[src/rtl/robs_control_unit.sv]
// robs_control_unit
//   Moore-style sequencer for the signed Robertson's multiplier datapath.
//   It walks the datapath through LOAD, COPY, then WIDTH iterations of
//   TEST / (ADD|SUB) / SHIFT / WRITE, then STORE and DONE. It branches only
//   on the datapath flags zr (multiplier LSB is 0) and zq (counter at 0).
//
// Ports
//   clk    in   rising-edge clock
//   reset  in   synchronous, active-high reset
//   start  in   begin a multiply; sampled only in IDLE
//   zr     in   current multiplier bit is 0
//   zq     in   iteration counter is 0 (sign iteration)
//   c      out  15-bit datapath control word (registered)
//   busy   out  high in every state except IDLE (registered)
//   done   out  one-cycle pulse in DONE (registered)

module robs_control_unit #(
    parameter int WIDTH = 8
) (
    input  logic        clk,
    input  logic        reset,
    input  logic        start,
    input  logic        zr,
    input  logic        zq,
    output logic [14:0] c,
    output logic        busy,
    output logic        done
);

    // The datapath counter reloads to WIDTH-1, so fewer than two bits
    // would leave no add iterations at all.
    if (WIDTH < 2) begin : g_width_check
        $error("robs_control_unit: WIDTH must be at least 2");
    end

    typedef enum logic [3:0] {
        S_IDLE, S_LOAD, S_COPY, S_TEST, S_ADD,
        S_SUB, S_SHIFT, S_WRITE, S_STORE, S_DONE
    } state_t;

    state_t      state_q, state_d;
    logic [14:0] c_q, c_d;
    logic        busy_q, busy_d;
    logic        done_q, done_d;

    // Control word for a state. c13 (counter decrement) in WRITE depends on
    // zq; it is computed while leaving SHIFT, and the counter does not move
    // between SHIFT and WRITE, so the zq seen then equals zq in WRITE.
    function automatic logic [14:0] decode(input state_t s, input logic zq_now);
        logic [14:0] w;
        w = '0;
        case (s)
            S_LOAD:  w = 15'h000F;               // c0 c1 c2 c3, X <- multiplier
            S_COPY:  w = 15'h0300;               // c8 c9, R <- {A, X}
            S_ADD:   w = 15'h0520;               // R-high <- ALU add
            S_SUB:   w = 15'h0120;               // R-high <- ALU subtract
            S_SHIFT: w = 15'h1800;               // arithmetic shift of R
            S_WRITE: w = zq_now ? 15'h0B50 : 15'h2B50;
            S_STORE: w = 15'h4088;               // A <- R-high, X <- R-low
            default: w = '0;                     // IDLE, TEST, DONE
        endcase
        return w;
    endfunction

    always_comb begin
        state_d = state_q;
        case (state_q)
            S_IDLE:  if (start) state_d = S_LOAD;
            S_LOAD:  state_d = S_COPY;
            S_COPY:  state_d = S_TEST;
            S_TEST: begin
                if (zr)      state_d = S_SHIFT;
                else if (zq) state_d = S_SUB;    // sign bit carries negative weight
                else         state_d = S_ADD;
            end
            S_ADD:   state_d = S_SHIFT;
            S_SUB:   state_d = S_SHIFT;
            S_SHIFT: state_d = S_WRITE;
            S_WRITE: state_d = zq ? S_STORE : S_TEST;
            S_STORE: state_d = S_DONE;
            S_DONE:  state_d = S_IDLE;
            default: state_d = S_IDLE;
        endcase
        // Outputs are registered: decode the state being entered.
        c_d    = decode(state_d, zq);
        busy_d = (state_d != S_IDLE);
        done_d = (state_d == S_DONE);
    end

    always_ff @(posedge clk) begin
        if (reset) begin
            state_q <= S_IDLE;
            c_q     <= '0;
            busy_q  <= 1'b0;
            done_q  <= 1'b0;
        end else begin
            state_q <= state_d;
            c_q     <= c_d;
            busy_q  <= busy_d;
            done_q  <= done_d;
        end
    end

    assign c    = c_q;
    assign busy = busy_q;
    assign done = done_q;

endmodule

[config.mk]
export PLATFORM = sky130hd
export DESIGN_NAME = robs_control_unit
export DESIGN_NICKNAME = d
export VERILOG_FILES = /design/src/rtl/robs_control_unit.sv
export SDC_FILE = /design/constraint.sdc
export NUM_CORES = 1
export LEC_CHECK = 0
export ABC_AREA = 1
export BUFFER_PORTS_ARGS = -buffer_cell sky130_fd_sc_hd__clkbuf_2
export CAP_MARGIN = 20
export CORE_ASPECT_RATIO = 0.7
export CORE_MARGIN = 10
export CORE_UTILIZATION = 34
export DETAILED_ROUTE_END_ITERATION = 16
export PLACE_DENSITY_LB_ADDON = 0.15
export SLEW_MARGIN = 20
export SYNTH_ARGS = -nofsm -noshare
export SYNTH_HDL_FRONTEND = slang
export SYNTH_SLANG_ARGS = --single-unit
export TNS_END_PERCENT = 5
[constraint.sdc]
create_clock -name clk -period 1.2 [get_ports clk]
set_clock_uncertainty 0.1 [all_clocks]
set_input_delay 0.12 -clock clk [delete_from_list [all_inputs] [get_ports clk]]
set_output_delay 0.12 -clock clk [all_outputs]
set_load 0.01 [all_outputs]
# Yosys cells after proc, flatten, opt, wreduce, memory -nomap -nowiden
# Cells that the tools add are included.
# word_totals
ff_bits	21
input_bits	5
out_inout_bits	17
word_cells	30
# classes
mux	7
eq_ne	16
n_reduce_logical	3
# ops
op	n
$pmux W15 S7	1
$eq A4 B3 Y1 const B	8
$pmux W4 S8	1
$mux W14	1
$eq A4 B2 Y1 const B	3
$eq A4 B4 Y1 const B	3
$eq A4 B1 Y1 const B	2
$mux W4	2
$logic_not A4 Y1	1
$reduce_bool A4 Y1	1
$mux W2	1
$reduce_or A2 Y1	1
$mux W1	1

# Logic depth before layout (Yosys ltp)
# Gate-level depths: netlist of run 1.
# logic_depth
word_depth	5
ltp_mapped	9
ltp_nobuf	9

# Least setup slack after synthesis of run 1
# OpenSTA, ideal clock, no wires.
# synth_timing
path_kind	reg2reg
from	register state_q[0]
to	register busy_q, in the netlist busy
path_stages_with_launch	9
setup_ns	0.109
path_buffers	0
required_ns	0.991
synth_period_minus_slack_ns	1.202
slack_ns	-0.002
t_arrival_ns	0.994
cell_sequence	dfxtp_1 nand2_2 clkinv_2 nand3_1 nand2_1 nor2_2 nand3_1 nand2_1 inv_1
# synth_via
elab_chain_len	4
word_cells_on_any_way	13
cone_classes	eq/ne (8); mux (2); reduce/logical (3)
# synth_rtl
item	line_no	text
start: declaration	41	state_t state_q, state_d;
start signal: assignment	97	state_q <= state_d;
$eq A4 B3 Y1	67	case (state_q)
$reduce_or A2 Y1 (no source line)	-	
$pmux W4 S8 (*)	67	
$reduce_bool A4 Y1 (*)	86	busy_d = (state_d != S_IDLE);
end signal: assignment	99	busy_q <= busy_d;
end: declaration	43	logic busy_q, busy_d;
# Every way passes the cells marked *; elsewhere a longest branch is shown, timed or not.
# A chain may end at the register's enable or synchronous reset.

# Final worst setup path of run 1
# layout_timing
from	register state_q[2]
to	register c_q[8], in the netlist c[8]
# layout_via
elab_chain_len	5
word_cells_on_any_way	20
cone_classes	eq/ne (15); mux (3); reduce/logical (2)
# layout_rtl
item	line_no	text
$eq A4 B3 Y1	67	
$reduce_or A2 Y1 (no source line)	-	
$pmux W4 S8 (*)	67	
$eq A4 B4 Y1, or another cell as far along	52	case (s)
$pmux W15 S7 (*)	52	
end signal: assignment	93	c_q <= '0;
end signal: assignment	98	c_q <= c_d;
end: declaration	42	logic [14:0] c_q, c_d;
# Marked as above.

==> flow_summary.yaml, run 1 <==
sta:
  setup_viol_count_final: 4
  finalCriticalPeriod_ns: 1.243
  max_clock_freq_ghz: 0.8045
  timing.final.ws_setup_ns: -0.04302
  final_clock_period_utilization_by_the_worst_path_pct: 103.6
  max_slew_margin_pct: 81.40
  unrepaired_setup_endpoints_after_global_routing: "yes"
  report.final.slew_viol_count: 0
  max_slew.worst_pin.slew_ns: 0.2790
  final_hold_viol_count: 0
placement:
  place_ws_ns: -0.1109
  placement.io_buffers: 21
  place_congestion: 0.8601
  numPlacedInstances: 128
  hpwlAfterDp_mm: 1.255
  dpl_cell_area_um2: 852.1
detailed_routing:
  route.final.wire_length_mm: 1.555
  detail_route.vias_per_cell: 4.444
  wire_per_inst_um: 11.52
  drc_errors: 0
  route.antenna.remaining_nets: 0
  firstDrtPassIters: 4
  detailedRoute.firstIterationViolations: 16
  vias: 600
final_layout:
  final_core_util_pct: 50.33
  fillCellCount: 193
  areaGrowthSynthToFinish_pct: 39.01
  post_route_cells_drive_above_1_share_pct: 49.56
  final_area_um2: 949.7
  post_layout_nonfiller_instances: 135
  antenna-diode-count: 0
  final_nets: 119
cts:
  clockRootBuffer: "sky130_fd_sc_hd__clkbuf_4"
  cts_h_tree_depth: 1
  clkLatencyLatePin_ns: 0.29
  cts-buffers-inserted: 3
  clock_path_buffers: 2
  cts_tree: "yes"
  clkSinkCount: 17
  worst_setup_hold_path_clk_slew_ns: 0.09
status:
  violations: "negative setup slack"
  status: "complete, but fails checks"
setup_path:
  setup_cp_type: "reg2reg"
  critPathMaxFanout: 5
  timing.critical_path.from_type: "register"
  worst-endpoint-arrival_ns: 1.38
  critPathCaptureType: "register"
  worstPathRequired_ns: 1.34
global_route:
  largest_net_degree_at_the_start_of_global_routing: 13
  grt_util_all_layers_pct: 7.799
  first_global_vias: 577
  grt_antenna_before_repair: 0
  gr_overflow_total: 0
  grt_first_pass_wirelength_mm: 2.642
synth:
  yosys_warnings: 0
  synth_seq_area_share_pct: 49.82
  synthesis.area_per_instance_um2: 8.331
  synth_top_area_share_pct: 49.82
  synthDistinctLibCells: 20
  leading_post_synthesis_cells_by_cell_area: "sky130_fd_sc_hd__dfxtp_1, sky130_fd_sc_hd__nand2_1, sky130_fd_sc_hd__nor2_1"
  postSynthRegisterBits: 17
  mappedNetlistArea_um2: 683.2
  yosysTopAreaCell: "sky130_fd_sc_hd__dfxtp_1"
  post_synth_inst_count: 82
  syn_nets: 87
worst_hold_path:
  timing.hold.worst.class: "in2reg"
floorplanning:
  placeable_area_mm2: 0.001887
  num_io_pins: 22
  num_rows: 13
  design.die.area_mm2: 0.004231
  chipWidth_um: 73.58
  die-height_um: 57.51
  floorplan.initialDensity_pct: 36.21
pwr:
  vdd.ir_drop.worst_mv: 0.6323
  cellLeakagePower_nw: 0.4948
  power_density_relative_to_cell_area_mw_per_mm2: 1233
  fin_total_pwr_mw: 1.171
flow_run:
  drv_cap: 0
## power by group
group / leakage, nW / switching (mW) / total [mW] / internal (mW)
logic: 0.339 / 0.143 / 0.252 / 0.109
clock network: 0.0150 / 0.166 / 0.295 / 0.129
registers: 0.141 / 0.0254 / 0.623 / 0.598
total: 0.495 / 0.335 / 1.17 / 0.836
## cell usage in the layout (no fill, tap or decap), types with 3 or more instances in the layout
cell type                  count
sky130_fd_sc_hd__dfxtp_4       3
sky130_fd_sc_hd__nor2_4        4
sky130_fd_sc_hd__nand2_1      10
sky130_fd_sc_hd__clkbuf_4      3
sky130_fd_sc_hd__nand2_2       5
sky130_fd_sc_hd__inv_1         8
sky130_fd_sc_hd__a21oi_1       3
sky130_fd_sc_hd__dfxtp_1      13
sky130_fd_sc_hd__nand3_1       7
sky130_fd_sc_hd__buf_4         8
sky130_fd_sc_hd__clkbuf_2     21
sky130_fd_sc_hd__nor2_1       11
## area by class of cell
cell class / count / area, µm² / share of cell area (%)
flip-flops and latches: 17 / 352.8 / 37.15
clock buffers: 4 / 26.28 / 2.767
repair buffers: 32 / 196.4 / 20.69
inverters: 11 / 46.29 / 4.875
well taps: 22 / 27.53 / 2.899
multi-input cells: 49 / 300.3 / 31.62
## synthesized netlist by cell type, drive strengths merged
cell,number
dfxtp,17
nand2,17
nor2,15
inv,10
nand3,8
a21oi,4
buf,4
nor3,2
o21ai,2
clkbuf,1
clkinv,1
nand4,1
## cell families (layout without fill, tap and decap cells)
| group | after synthesis | after routing | synth area share [%] |
|---|---|---|---|
| AND/OR/NAND/NOR | 43 | 43 | 32.42 |
| flip-flops | 17 | 17 | 49.82 |
| buffers and inverters | 16 | 47 | 11.17 |
| AO/OA/AOI/OAI | 6 | 6 | 6.593 |
## critical path, cell delays in order, from the launching register on
cell	delay [ns]
sky130_fd_sc_hd__dfxtp_2	0.37
sky130_fd_sc_hd__inv_2	0.06
sky130_fd_sc_hd__nor2_4	0.15
sky130_fd_sc_hd__nand2_2	0.10
sky130_fd_sc_hd__a21oi_4	0.16
sky130_fd_sc_hd__inv_2	0.06
sky130_fd_sc_hd__nor2_4	0.09
sky130_fd_sc_hd__nand2_2	0.06
sky130_fd_sc_hd__nand2_1	0.05
## flip-flops by register name, indices dropped and copies added (netlist names)
register  count
c            11
state_q       4
busy          1
done          1
## routing by layer
layer,routed length (µm),part of all wire [%],vias to the layer above,GRT usage [%]
met1,696,45,273,9.473
met3,145,9.3,0,3.972
met5,0,0,-,0
li1,-,-,312,-
met2,714,46,15,12.01
met4,0,0,0,1.592
## per-stage QoR
step / hold WS, ns / TNS, ns
finish: 0.07755 / -0.1228
global route: 0.08229 / -0.7630
CTS: 0.07066 / -0.1744
detailed placement: 0.2554 / -0.3178
global placement: 0.2358 / -0.3403
floorplan: 0.09001 / 0
## final timing paths
check / from / end / slack [ns] / cells after the start
setup / recovery: state_q[2] / c[8] / -0.04 / 8
hold / removal: reset / state_q[3] / 0.08 / 2
setup reg to reg: state_q[2] / c[8] / -0.04 / 8
hold reg to reg: state_q[0] / c[9] / 0.51 / 2
## repair_timing
action / 4_1_cts / 5_1_grt
cloned: 0 / 0
hold endpoints to repair: 2 / 0
gates resized for setup: 9 / 5
setup endpoints to repair: 7 / 10
hold buffers: 2 / 0
pin swaps: 4 / 5
setup buffers: 0 / 1
(Power assumes the default switching activity.)
==> run 2, diff against run 1 <==
- REMOVE_ABC_BUFFERS: unset -> 1
- SETUP_SLACK_MARGIN: unset -> 0.1
==> flow_summary.yaml, run 2 (synthesized netlist as in run 1, its figures left out) <==
detailed_routing:
  route.final.wire_length_mm: 1.601
  firstDrtPassIters: 4
  wire_per_inst_um: 11.60
  drc_errors: 0
  route.antenna.remaining_nets: 0
  detailedRoute.firstIterationViolations: 25
  detail_route.vias_per_cell: 4.464
  vias: 616
cts:
  clock_path_buffers: 2
  clkLatencyLatePin_ns: 0.28
  clkSinkCount: 17
  worst_setup_hold_path_clk_slew_ns: 0.10
  cts-buffers-inserted: 3
  cts_h_tree_depth: 1
  clockRootBuffer: "sky130_fd_sc_hd__clkbuf_4"
  cts_tree: "yes"
final_layout:
  mostFrequentLayoutCells: "sky130_fd_sc_hd__clkbuf_2, sky130_fd_sc_hd__dfxtp_1, sky130_fd_sc_hd__nor2_1, sky130_fd_sc_hd__buf_4, sky130_fd_sc_hd__nand2_1"
  final_nets: 122
  layout.cells.most_common: "sky130_fd_sc_hd__clkbuf_2"
  areaGrowthSynthToFinish_pct: 41.58
  post_layout_nonfiller_instances: 138
  antenna-diode-count: 0
  final_core_util_pct: 51.26
  number_of_flip_flops_in_the_largest_register: 11
  post_route_cells_drive_above_1_share_pct: 50.00
global_route:
  grt_first_pass_wirelength_mm: 2.608
  largest_net_degree_at_the_start_of_global_routing: 10
  grt_antenna_before_repair: 0
  first_global_vias: 592
  gr_overflow_total: 0
  grt_util_all_layers_pct: 7.687
floorplanning:
  placeable_area_mm2: 0.001887
  num_io_pins: 22
  num_rows: 13
  floorplan.initialDensity_pct: 36.21
  die-height_um: 57.51
  chipWidth_um: 73.58
  design.die.area_mm2: 0.004231
pwr:
  power_density_relative_to_cell_area_mw_per_mm2: 1218
  cellLeakagePower_nw: 0.5075
  fin_total_pwr_mw: 1.178
  vdd.ir_drop.worst_mv: 0.6470
sta:
  final_clock_period_utilization_by_the_worst_path_pct: 104.6
  final.hold.worst_slack_ns: 0.1502
  max_slew.worst_pin.slew_ns: 0.2418
  final_hold_viol_count: 0
  finalCriticalPeriod_ns: 1.255
  timing.final.ws_setup_ns: -0.05539
  unrepaired_setup_endpoints_after_global_routing: "yes"
  setup_viol_count_final: 5
  report.final.slew_viol_count: 0
  max_slew_margin_pct: 83.77
  max_clock_freq_ghz: 0.7966
setup_path:
  critPathCaptureType: "register"
  timing.critical_path.from_type: "register"
  setup_cp_type: "reg2reg"
  cells_along_the_critical_path: "nand2_4, o21ai_1, o21ai_4, inv_1, nand3_1, nand2_1, inv_1"
  critPathMaxFanout: 4
  worst_path_largest_cell_delay_ns: 0.39
  worst_path_max_delay_cell: "sky130_fd_sc_hd__dfxtp_2"
  worst-endpoint-arrival_ns: 1.34
  worstPathRequired_ns: 1.29
  worst_path_most_repeated_cell: "sky130_fd_sc_hd__inv_1"
status:
  violations: "negative setup slack"
  status: "complete, but fails checks"
flow_run:
  drv_cap: 0
placement:
  hpwlAfterDp_mm: 1.242
  placement.io_buffers: 21
  place_congestion: 0.8917
  numPlacedInstances: 130
worst_hold_path:
  timing.hold.worst.class: "in2reg"
## run 2: cell types whose count changed in the layout (fill, tap and decap cells not counted), sizes merged
cell,previous run,this run
buf,9,11
dlygate4sd3,2,3
## run 2: path summary, 6_finish.rpt
check	startpoint	endpoint	slack, ns	cells past startpoint
min	zq	c[7]	0.15	4
max reg2reg	state_q[1]	busy	-0.06	7
max	state_q[1]	busy	-0.06	7
min reg2reg	state_q[0]	c[9]	0.49	2
## run 2: area by class of cell
cell class	count	area, µm²
clock buffer	4	26.28
fill	191	919.6
inverter	11	48.80
multi-input combinational	49	296.5
sequential	17	350.3
tap	22	27.53
timing repair buffer	35	217.7
## run 2: per-stage QoR
stage               setup TNS (ns)  cell area [µm²]  worst slack [ns]
detailed placement         -0.3538            857.1           -0.1300
floorplan                -0.002275            649.4         -0.002275
global route               -0.6449            967.2           -0.1616
global placement           -0.4448            857.1           -0.1631
finish                     -0.1381            967.2          -0.05539
CTS                        -0.1313            944.7          -0.03895
## run 2: layer usage
layer	share of wire [%]	track usage [%]
met1	45	8.861
met3	11	5.009
met5	0	0
met4	0	1.592
met2	44	11.65
## run 2: where the power goes
group	total, mW	leakage (nW)	internal, mW	switching (mW)
Combinational	0.258	0.352	0.114	0.144
Clock	0.296	0.0150	0.129	0.167
Sequential	0.624	0.141	0.598	0.0255
## run 2: worst max-delay path: cells and delay by family (launching register included)
| kind | cells | cell delay [ns] |
|---|---|---|
| AO/OA/AOI/OAI | 2 | 0.34 |
| flip-flops | 1 | 0.39 |
| AND/OR/NAND/NOR | 3 | 0.21 |
| buffers and inverters | 2 | 0.11 |
## run 2: repair_timing
item	4_1_cts	5_1_grt
setup buffers	0	1
resized for setup	11	6
pin swaps	2	5
hold endpoints to repair	3	0
setup endpoints to repair	14	15
cloned	0	0
hold buffers	3	0
==> run 3, diff against run 2 <==
==> constraint.sdc (replaced) <==
create_clock -name clk -period 1.2 [get_ports clk]
set_clock_uncertainty 0.1 [all_clocks]
set_input_delay 0.06 -clock clk [delete_from_list [all_inputs] [get_ports clk]]
set_output_delay 0.06 -clock clk [all_outputs]
set_load 0.01 [all_outputs]
==> flow_summary.yaml, run 3 (synthesized netlist as in run 1, its figures left out) <==
status:
  status: "complete, but fails checks"
  violations: "negative setup slack"
sta:
  finalCriticalPeriod_ns: 1.229
  timing.final.ws_setup_ns: -0.02937
  max_slew_margin_pct: 80.72
  final_hold_viol_count: 0
  unrepaired_setup_endpoints_after_global_routing: "yes"
  setup_viol_count_final: 3
  max_slew.worst_pin.slew_ns: 0.2892
  final_clock_period_utilization_by_the_worst_path_pct: 102.4
  report.final.slew_viol_count: 0
  max_clock_freq_ghz: 0.8134
final_layout:
  layout.cells.most_common: "sky130_fd_sc_hd__clkbuf_2"
  antenna-diode-count: 0
  final_nets: 119
  final_area_um2: 942.2
  post_route_cells_drive_above_1_share_pct: 50.44
  final-seq-area_um2: 352.8
  fillCellCount: 194
  area_of_the_multi_input_gates_um2: 296.5
  areaGrowthSynthToFinish_pct: 37.91
  number_of_flip_flops_in_the_largest_register: 11
  final_core_util_pct: 49.93
  mostFrequentLayoutCells: "sky130_fd_sc_hd__clkbuf_2, sky130_fd_sc_hd__dfxtp_1, sky130_fd_sc_hd__nor2_1"
cts:
  worst_setup_hold_path_clk_slew_ns: 0.09
  clkSinkCount: 17
  cts_h_tree_depth: 1
  clkLatencyLatePin_ns: 0.29
  cts-buffers-inserted: 3
  clock_path_buffers: 2
  clockRootBuffer: "sky130_fd_sc_hd__clkbuf_4"
  cts_tree: "yes"
pwr:
  power_density_relative_to_cell_area_mw_per_mm2: 1252
  vdd.ir_drop.worst_mv: 0.6295
  cellLeakagePower_nw: 0.4914
setup_path:
  rr_startpoint: "state_q[1]"
  worst-r2r-setup-slack_ns: -0.03
  timing.critical_path.from_type: "register"
  critPathCaptureType: "register"
  worst_r2r_endpoint: "busy"
  worstRegToRegCells: 8
  worst-endpoint-arrival_ns: 1.33
  setup_cp_type: "reg2reg"
  worstPathRequired_ns: 1.30
  critPathMaxFanout: 4
floorplanning:
  floorplan.initialDensity_pct: 36.21
  num_io_pins: 22
  placeable_area_mm2: 0.001887
  num_rows: 13
  chipWidth_um: 73.58
  die-height_um: 57.51
  design.die.area_mm2: 0.004231
flow_run:
  drv_cap: 0
detailed_routing:
  firstDrtPassIters: 4
  drc_errors: 0
  detailedRoute.firstIterationViolations: 24
  wire_per_inst_um: 11.76
  route.final.wire_length_mm: 1.588
  route.antenna.remaining_nets: 0
  vias: 588
  detail_route.vias_per_cell: 4.356
global_route:
  grt_antenna_before_repair: 0
  grt_util_all_layers_pct: 8.001
  gr_overflow_total: 0
  largest_net_degree_at_the_start_of_global_routing: 13
  grt_first_pass_wirelength_mm: 2.711
  first_global_vias: 582
placement:
  hpwlAfterDp_mm: 1.263
  dpl_cell_area_um2: 849.6
  placement.io_buffers: 21
  place_congestion: 0.8977
worst_hold_path:
  hold_end: "state_q[3]"
  timing.hold.worst.class: "in2reg"
  hold_path.startpoint: "reset"
  whs_path_depth: 2
-- run 3: metal layers --
layer,track usage [%],vias up,wire (µm)
li1,-,313,-
met1,10.04,259,759
met2,11.41,14,665
met3,4.318,2,154
met4,2.387,0,8
met5,0,-,0
-- run 3: power by group --
| group | total [mW] | internal, mW | switching, mW | leakage [nW] |
|---|---|---|---|---|
| Combinational | 0.255 | 0.109 | 0.146 | 0.335 |
| Clock | 0.303 | 0.129 | 0.173 | 0.0150 |
| Sequential | 0.622 | 0.598 | 0.0239 | 0.141 |
-- run 3: worst max-delay path by stage --
stage,end,slack [ns],startpoint
6_report,busy,-0.03,state_q[1]
4_1_cts,c[12],-0.04,state_q[3]
3_5_place_dp,busy,-0.12,state_q[0]
3_3_place_gp,busy,-0.16,state_q[0]
5_1_grt,c[12],-0.12,state_q[2]
2_1_floorplan,busy,-0.002,state_q[0]
-- run 3: stage by stage --
stage,setup WS (ns),std cells,setup TNS (ns),hold slack [ns],total power [mW]
global placement,-0.1585,129,-0.4370,0.1768,0.8572
CTS,-0.04482,135,-0.1190,0.01540,1.182
finish,-0.02937,135,-0.05621,0.02170,1.179
floorplan,-0.002275,77,-0.002275,0.02907,0.7581
detailed placement,-0.1195,129,-0.3124,0.1792,0.8547
global route,-0.1182,135,-0.4853,0.02467,1.256
-- run 3: timing repair --
item	in CTS	in global routing
endpoints found under the hold margin	3	0
pin swaps	4	2
setup buffers	0	0
setup endpoints to repair	14	15
hold buffers	2	0
gates resized for setup	11	7
cloned	0	0
-- run 3: area by class of cell --
class                   instances  share of cell area (%)
flip-flops and latches         17                   37.45
clock buffers                   4                   2.789
multi-input cells              49                   31.47
repair buffers                 32                   20.45
inverters                      11                   4.914
well taps                      22                   2.922
-- run 3: critical path, stage by stage, from the launching register on --
cell                       delay, ns
sky130_fd_sc_hd__dfxtp_4        0.37
sky130_fd_sc_hd__nand2_4        0.10
sky130_fd_sc_hd__clkinv_4       0.07
sky130_fd_sc_hd__nand3_2        0.08
sky130_fd_sc_hd__nand2_2        0.08
sky130_fd_sc_hd__nor2_4         0.14
sky130_fd_sc_hd__nand3_1        0.09
sky130_fd_sc_hd__nand2_1        0.06
sky130_fd_sc_hd__inv_1          0.04
